**src/rtl/ysyx_24110015_lsu.sv**
```systemverilog
// ---------------------------------------------------------------------------
// ysyx_24110015_lsu
//
// Load/store stage between execute and writeback. It accepts one execute
// result per in_valid/in_ready handshake and performs at most one access on
// a single-outstanding request/response bus. The stage handles byte-lane
// alignment for stores, sign/zero extension for loads, and raises
// access_fault for misaligned accesses, empty store masks, bus errors and
// response timeouts. The writeback packet is fully registered.
//
// Ports
//   clk, rst                  clock, synchronous active-high reset
//   in_valid / in_ready       execute-side handshake
//   alu_out                   memory address or ALU result
//   mem_wdata_i, mem_wmask_i  unshifted store data / byte mask
//   func3                     access size and signedness
//   MemRead, MemWrite         load / store (store wins if both are set)
//   RegWrite_i, wb_addr_i     destination register enable / index
//   zicsr_i, csr_rdata        CSR instruction / old CSR value
//   pc_next_i                 next PC, carried through to writeback
//   bus_req_*                 request channel (addr, wen, wdata, wstrb)
//   bus_rsp_*                 response channel (rdata, err)
//   out_valid / out_ready     writeback-side handshake
//   wb_data, RegWrite_o,
//   wb_addr_o, pc_next_o,
//   access_fault              registered writeback packet
// ---------------------------------------------------------------------------
module ysyx_24110015_lsu #(
  parameter int unsigned TIMEOUT  = 255,
  parameter logic [31:0] RESET_PC = 32'h20000000
) (
  input  logic        clk,
  input  logic        rst,
  // execute side
  input  logic        in_valid,
  output logic        in_ready,
  input  logic [31:0] alu_out,
  input  logic [31:0] mem_wdata_i,
  input  logic [3:0]  mem_wmask_i,
  input  logic [2:0]  func3,
  input  logic        MemRead,
  input  logic        MemWrite,
  input  logic        RegWrite_i,
  input  logic [4:0]  wb_addr_i,
  input  logic        zicsr_i,
  input  logic [31:0] csr_rdata,
  input  logic [31:0] pc_next_i,
  // memory bus
  output logic        bus_req_valid,
  input  logic        bus_req_ready,
  output logic [31:0] bus_addr,
  output logic        bus_wen,
  output logic [31:0] bus_wdata,
  output logic [3:0]  bus_wstrb,
  input  logic        bus_rsp_valid,
  input  logic [31:0] bus_rdata,
  input  logic        bus_rsp_err,
  // writeback side
  output logic        out_valid,
  input  logic        out_ready,
  output logic [31:0] wb_data,
  output logic        RegWrite_o,
  output logic [4:0]  wb_addr_o,
  output logic [31:0] pc_next_o,
  output logic        access_fault
);

  typedef enum logic [1:0] {IDLE, REQ, WAIT, DONE} state_t;

  localparam logic [7:0] TIMEOUT_C = TIMEOUT[7:0];

  state_t      state;
  logic [7:0]  wait_cnt;
  logic [31:0] addr_q;      // full byte address of the pending access
  logic [2:0]  func3_q;
  logic        is_load_q;
  logic        regwrite_q;

  // Accept-time decode
  logic        is_mem;
  logic        misaligned;
  logic        accept_fault;

  // Response-time load extraction
  logic [31:0] rdata_sh;
  logic [31:0] load_data;

  assign in_ready      = (state == IDLE);
  assign bus_req_valid = (state == REQ);
  assign out_valid     = (state == DONE);

  assign is_mem     = MemRead | MemWrite;
  assign misaligned = ((func3[1:0] == 2'b01) && alu_out[0]) ||
                      ((func3[1:0] == 2'b10) && (alu_out[1:0] != 2'b00));
  // An empty store mask would produce a bus write with no lanes; treat it
  // as a fault instead of issuing a no-op transaction.
  assign accept_fault = misaligned || (MemWrite && (mem_wmask_i == 4'b0000));

  assign rdata_sh = bus_rdata >> {addr_q[1:0], 3'b000};

  // NOTE: every signal written in always_comb gets a default first so no
  // path can leave it unassigned and infer a latch.
  always_comb begin
    load_data = 32'h0;
    unique case (func3_q)
      3'b000:  load_data = {{24{rdata_sh[7]}},  rdata_sh[7:0]};
      3'b001:  load_data = {{16{rdata_sh[15]}}, rdata_sh[15:0]};
      3'b010:  load_data = rdata_sh;
      3'b100:  load_data = {24'h0, rdata_sh[7:0]};
      3'b101:  load_data = {16'h0, rdata_sh[15:0]};
      default: load_data = 32'h0;
    endcase
  end

  // NOTE: all state here is sequential, so only non-blocking assignments are
  // used; every reader in the same cycle sees the pre-edge value.
  always_ff @(posedge clk) begin
    if (rst) begin
      state        <= IDLE;
      wait_cnt     <= 8'h0;
      addr_q       <= 32'h0;
      func3_q      <= 3'b000;
      is_load_q    <= 1'b0;
      regwrite_q   <= 1'b0;
      bus_addr     <= 32'h0;
      bus_wen      <= 1'b0;
      bus_wdata    <= 32'h0;
      bus_wstrb    <= 4'b0000;
      wb_data      <= 32'h0;
      RegWrite_o   <= 1'b0;
      wb_addr_o    <= 5'd0;
      pc_next_o    <= RESET_PC;
      access_fault <= 1'b0;
    end else begin
      unique case (state)
        IDLE: begin
          if (in_valid) begin
            addr_q       <= alu_out;
            func3_q      <= func3;
            is_load_q    <= MemRead & ~MemWrite;
            regwrite_q   <= RegWrite_i;
            wb_addr_o    <= wb_addr_i;
            pc_next_o    <= pc_next_i;
            // Non-load result is known now; a load overwrites it later.
            wb_data      <= zicsr_i ? csr_rdata : alu_out;
            RegWrite_o   <= RegWrite_i;
            access_fault <= 1'b0;
            bus_addr     <= {alu_out[31:2], 2'b00};
            bus_wen      <= MemWrite;
            bus_wdata    <= MemWrite ? (mem_wdata_i << {alu_out[1:0], 3'b000}) : 32'h0;
            bus_wstrb    <= MemWrite ? (mem_wmask_i << alu_out[1:0]) : 4'b0000;
            if (!is_mem) begin
              state <= DONE;
            end else if (accept_fault) begin
              wb_data      <= alu_out;
              RegWrite_o   <= 1'b0;
              access_fault <= 1'b1;
              state        <= DONE;
            end else begin
              RegWrite_o <= 1'b0;
              state      <= REQ;
            end
          end
        end

        // Request fields were registered at accept and are untouched here,
        // so they stay stable for as long as the bus stalls.
        REQ: begin
          if (bus_req_ready) begin
            wait_cnt <= 8'h0;
            state    <= WAIT;
          end
        end

        WAIT: begin
          if (bus_rsp_valid) begin
            state <= DONE;
            if (bus_rsp_err) begin
              wb_data      <= addr_q;
              RegWrite_o   <= 1'b0;
              access_fault <= 1'b1;
            end else begin
              if (is_load_q) wb_data <= load_data;
              RegWrite_o <= regwrite_q;
            end
          end else if (wait_cnt + 8'd1 == TIMEOUT_C) begin
            wb_data      <= addr_q;
            RegWrite_o   <= 1'b0;
            access_fault <= 1'b1;
            state        <= DONE;
          end else begin
            wait_cnt <= wait_cnt + 8'd1;
          end
        end

        DONE: begin
          // Returning to IDLE leaves one bubble before the next accept.
          if (out_ready) state <= IDLE;
        end

        default: state <= IDLE;
      endcase
    end
  end

endmodule

```
**config.mk**
```make
export PLATFORM = sky130hd
export DESIGN_NAME = ysyx_24110015_lsu
export DESIGN_NICKNAME = d
export VERILOG_FILES = /design/src/rtl/ysyx_24110015_lsu.sv
export SDC_FILE = /design/constraint.sdc
export NUM_CORES = 1
export LEC_CHECK = 0
export ABC_AREA = 0
export ABC_CLOCK_PERIOD_IN_PS = 3100
export BUFFER_PORTS_ARGS = -buffer_cell sky130_fd_sc_hd__buf_2
export CAP_MARGIN = 10
export CORE_MARGIN = 2
export CORE_UTILIZATION = 30
export CTS_CLUSTER_SIZE = 8
export DETAILED_ROUTE_END_ITERATION = 8
export GPL_ROUTABILITY_DRIVEN = 0
export PLACE_DENSITY = 0.57
export SLEW_MARGIN = 20
export SYNTH_ARGS = -nofsm -noshare
export SYNTH_HDL_FRONTEND = slang
export SYNTH_SLANG_ARGS = --single-unit
```
**constraint.sdc**
```tcl
create_clock -name clk -period 3.1 [get_ports clk]
set_input_delay 0.155 -clock clk [delete_from_list [all_inputs] [get_ports clk]]
set_output_delay 0.155 -clock clk [all_outputs]
set_load 0.005 [all_outputs]
```
# Word-level counts from Yosys, hierarchy flattened
# Index checks and enable logic that the tools add are counted.
# W data, S select, Z words.
# totals
register_bits	185
input_bits	183
out_inout_bits	143
elab_cells	94
# classes
addsub	1
eq_ne	18
shifts	3
muxes	37
n_bitwise	3
n_reduce_logical	17
# op_table
operator	count
$mux W32	9
$pmux W32 S5	1
$pmux W32 S2	1
$shl A32 B5 Y32	1
$shr A32 B5 Y32	1
$mux W8	3
$pmux W8 S2	1
$reduce_and A4 Y1	4
$mux W2	7
$mux W1	11
$add A8 B1 Y8 const B	1
$eq A8 B8 Y1 const B	1
$pmux W2 S4	1
$eq A2 B2 Y1 const B	3
$eq A3 B3 Y1 const B	2
$ne A2 B2 Y1 const B	3
$ne A3 B3 Y1 const B	2
$reduce_bool A2 Y1	3
$eq A2 B1 Y1 const B	2
$logic_not A4 Y1	1
$mux W4	1
$ne A2 B1 Y1 const B	2
$ne A4 B4 Y1 const B	1
$pmux W1 S2	2
12 further kinds	15

# Longest topological paths before layout
# depth
word_depth	8
ltp_mapped	9
mapped_depth_nobuf	7

# Worst setup path after synthesis
# OpenSTA, ideal clock, no wires.
# synth_timing
path_kind	reg-to-reg
from	register state[0]
to	register wb_data[21]
arrival_ps	1799
setup_slack_ps	1175
path_stages_with_launch	9
path_buffers	1
path_cell_list	dfxtp_1 > inv_1 > ha_1 > and2_1 > a21oi_1 > nor2_2 > nand3_4 > buf_4 > o32ai_2
# synth_between
elab_chain_cells	3
word_cells_on_any_way	8
cone_classes	eq/ne: 4; mux: 1; reduce/logical: 3
# synth_lines
element	line_no	rtl
from (decl)	72	state_t state;
from (signal assigned)	119	state <= IDLE;
from (signal assigned)	153	state <= DONE;
from (signal assigned)	158	state <= DONE;
$logic_not A2 Y1 (*)	--	
named net in_ready	36	output logic in_ready,
$ne A2 B2 Y1 (no source line) or $reduce_bool A2 Y1 (tied branches)	--	
$reduce_and A4 Y1 (no source line)	--	
to (signal assigned)	145	wb_data <= zicsr_i ? csr_rdata : alu_out;
to (signal assigned)	155	wb_data <= alu_out;
to (signal assigned)	179	wb_data <= addr_q;
to (decl)	61	output logic [31:0] wb_data,
# Mark *: on every way through the listed nets, which the timed path passes. The rest lies on a longest branch.
# A chain may end at the register's enable or synchronous reset.

# Worst setup path after layout
# layout_timing
from	register state[0]
to	register wb_data[17]
# layout_between
elab_chain_cells	3
word_cells_on_any_way	8
cone_classes	eq/ne: 4; mux: 1; reduce/logical: 3
# layout_lines
element	line_no	rtl
$eq A2 B2 Y1 or $logic_not A2 Y1 (tied branches)	135	unique case (state)
$ne A4 B4 Y1 (no source line), or another cell as far along	--	
$reduce_and A4 Y1 (no source line)	--	
# Parallel ways exist; a longest one is shown, timed or not.

==> results by group <==
STA
  – Worst Skew: 13.3 ps
  – Final period util: 89.0%
  – Setup ws final: 341 ps
  – Max Slew Vio Count: 0
  – Max Clk Rate: 0.362 GHz
  – Endpoints failing setup: 0
  – Worst-margin pin slew: 908 ps
  – Setup_tns: 0 ps
  – RSZ-0062 raised after global routing: no
  – Relative slew slack: 39.3%
  – Minimum clock period: 2760 ps
  – Final Hold Fails: 0

Placement
  – HPWL after detailed placement: 21,500 microns
  – Port bufs: 323
  – Worst slack at placement: 327 ps

Clocking
  – Clock Path Buffers: 2
  – Total CTS buffers: 17
  – Worst skew pair latency: 430 ps
  – CTS tree: built
  – H-tree depth: 4
  – TritonCTS Sinks: 155
  – Clock root buffer: clkbuf_16
  – Reg clk slew, reported paths: 70 ps

Routing
  – Avg WL per Cell: 18.0 microns
  – TritonRoute pass-1 iters: 6
  – Drc violations: 0
  – Routed Antenna Nets: 0
  – Final WL: 30,600 microns
  – Initial drt markers: 586
  – Post-DR vias/cell: 5.02
  – Via count: 8,546

Yosys
  – Ys flop type: dfxtp_1
  – Post-synth ARST share: 0%
  – Synthesis Warnings: 0
  – Yosys reg bits: 155
  – Post-synth EDFFs: 0
  – Syn avg cell area: 8.42 sq um
  – Gate Count Post-Synth: 990
  – Seq/Total Area, Yosys: 37.2%
  – Yosys cell types: 70
  – Synthesized area: 0.00834 sq mm

GRT
  – Largest net degree at the start of global routing: 114
  – First-pass GRT wire length: 45,600 microns
  – Grt total ovfl: 0
  – Antenna violations before repair: 4
  – GRT Util Overall: 20.2%
  – Vias in the first global route: 8,038

Power
  – Power share of the combinational group: 39.6%
  – VDD IR-drop max: 406 uV
  – Int Pwr: 5.01 mW
  – Net Switching: 3.14 mW
  – Clock network fraction of total power: 27.6%
  – Leakage Power: 4.96 nW
  – Sequential share of power: 32.8%
  – PD cells: 719 mW/mm^2
  – Sw frac: 38.5%

Critical path
  – CP arrival: 3090 ps
  – R2r setup slk: 340 ps
  – Critical Path RT: 3430 ps
  – CP Class: flop to flop
  – CP max stage cell: nand3_4
  – Worst reg2reg endpoint: wb_data[17]
  – Reg2Reg Depth: 7
  – Max FO, Critical Path: 30
  – Most frequent CP cell: inv_1
  – Worst setup SP type: flop
  – Reg-to-reg startpoint: state[0]
  – Worst setup EP type: flop
  – Largest stage delay on the critical path: 460 ps
  – Crit-path cells: inv_1 -> ha_2 -> inv_1 -> nor3_2 -> nor2_2 -> nand3_4 -> o32ai_2

Hold path
  – Hold Crit Start: alu_out[27]
  – Hold EP: addr_q[27]
  – Worst min path class: input port to flop
  – Cells on Worst Hold Path: 3

Die
  – Die width: 171 microns
  – Die Area: 0.0291 sq mm
  – # rows: 61
  – IO Pins: 326
  – Starting density of the core: 30.3%
  – Core area: 0.0276 sq mm
  – Die height: 171 microns

Final layout
  – Multi-input gate area: 0.00458 sq mm
  – Storage element area: 0.00310 sq mm
  – Layout cells sized above 1: 35.0%
  – Area growth syn-to-layout: 35.9%
  – Layout net count: 1,498
  – Fillers: 2,752

Flow run
  – Max_cap viols: 0

Run status
  – Status: complete, no violations
## routing by layer
metal	GRT usage (%)	share of wire [%]
met5	0	0
met4	8.25	3.2
met3	5.11	7.0
met2	32.9	47
met1	25.4	43
## flip-flops by register name (all words and copies together), names as in the netlist, 2 cells and up
register   cells
addr_q        32
bus_wdata     32
bus_wstrb      4
func3_q        3
pc_next_o     32
state          2
wait_cnt       8
wb_addr_o      5
wb_data       32
## through the flow
step / util, % / total power, mW / hold WS, ps / instance area, sq um / std cells
4_1_cts: 41.0 / 8.23 / 4.67 / 11300 / 1698
6_report: 41.1 / 8.15 / 18.8 / 11300 / 1702
2_1_floorplan: - / 4.86 / 279 / 8340 / 991
3_3_place_gp: 36.2 / 5.84 / 375 / 9970 / 1595
5_1_grt: 41.1 / 8.64 / 15.3 / 11300 / 1701
3_5_place_dp: 36.2 / 5.88 / 382 / 9970 / 1595
## worst max-delay path by stage
stage               startpoint     endpoint  slack, ps
floorplan             state[0]  wb_data[21]       1170
global placement      state[0]  wb_data[17]        460
detailed placement    state[0]  wb_data[17]        330
CTS                   state[0]  wb_data[17]        340
global route          state[0]   wb_data[9]        120
finish                state[0]  wb_data[17]        340
## repair_timing
item	CTS	global route
hold buffers	72	0
endpoints found under the setup margin	0	0
buffers inserted	0	0
hold endpoints to repair	72	0
gates resized for setup	0	0
## layout make-up
| type | count | share of cell area, % |
|---|---|---|
| diodes | 3 | 0.0662 |
| clock buffers | 17 | 3.75 |
| clock inverters | 14 | 1.63 |
| inverters | 17 | 0.563 |
| multi-input cells | 708 | 40.4 |
| flip-flops and latches | 155 | 27.4 |
| well taps | 378 | 4.17 |
| repair buffers | 410 | 22.0 |
## cell usage in the layout, fill, tap and decap left out, types with 16 or more instances in the layout
cell type      instances
buf_2                322
nand2_1              199
dfxtp_1              155
nor2_1               101
a21oi_1               87
dlygate4sd3_1         72
mux2_2                40
mux2i_1               39
a22oi_1               36
o21ai_0               32
o32ai_2               30
a221oi_1              25
clkbuf_16             17
inv_1                 16
## cells by family after synthesis
group	Yosys count	synth area share [%]
adders and majority gates	6	0.900
xor gates and xnor gates	3	0.405
DFF	155	37.2
AOI/OAI and AO/OA	257	24.1
and+or+nand+nor	358	18.5
other	1	0.0450
muxes	82	10.7
buffers and inverters	128	8.16
## synthesized netlist by cell type (all sizes together), types with 16 or more instances
library cell	count	area share, %
inv	16	0.72
o32ai	32	6.1
a221oi	25	2.6
a21oi	87	5.2
clkbuf	51	2.3
o21ai	34	2.1
a22oi	36	3.2
nor2	102	4.6
mux2	42	5.7
buf	60	5.1
mux2i	39	4.7
nand2	201	9.1
dfxtp	155	37
## worst max-delay path, delay by kind of cell, from the launching register on
family | cells | cell delay, ps
and+or+nand+nor | 3 | 960
buffers and inverters | 2 | 510
adders and majority gates | 1 | 400
AOI/OAI and AO/OA | 1 | 390
DFF | 1 | 380
## power groups by stage
stage | registers, mW | logic, mW | clock network, mW
final | 2.67 | 3.23 | 2.25
after global routing | 2.72 | 3.55 | 2.38
after CTS | 2.67 | 3.25 | 2.31
after detailed placement | 2.72 | 3.17 | 0
after global placement | 2.71 | 3.13 | 0
after floorplan | 2.67 | 2.20 | 0
Note: power is estimated with default switching activity, not from simulation.
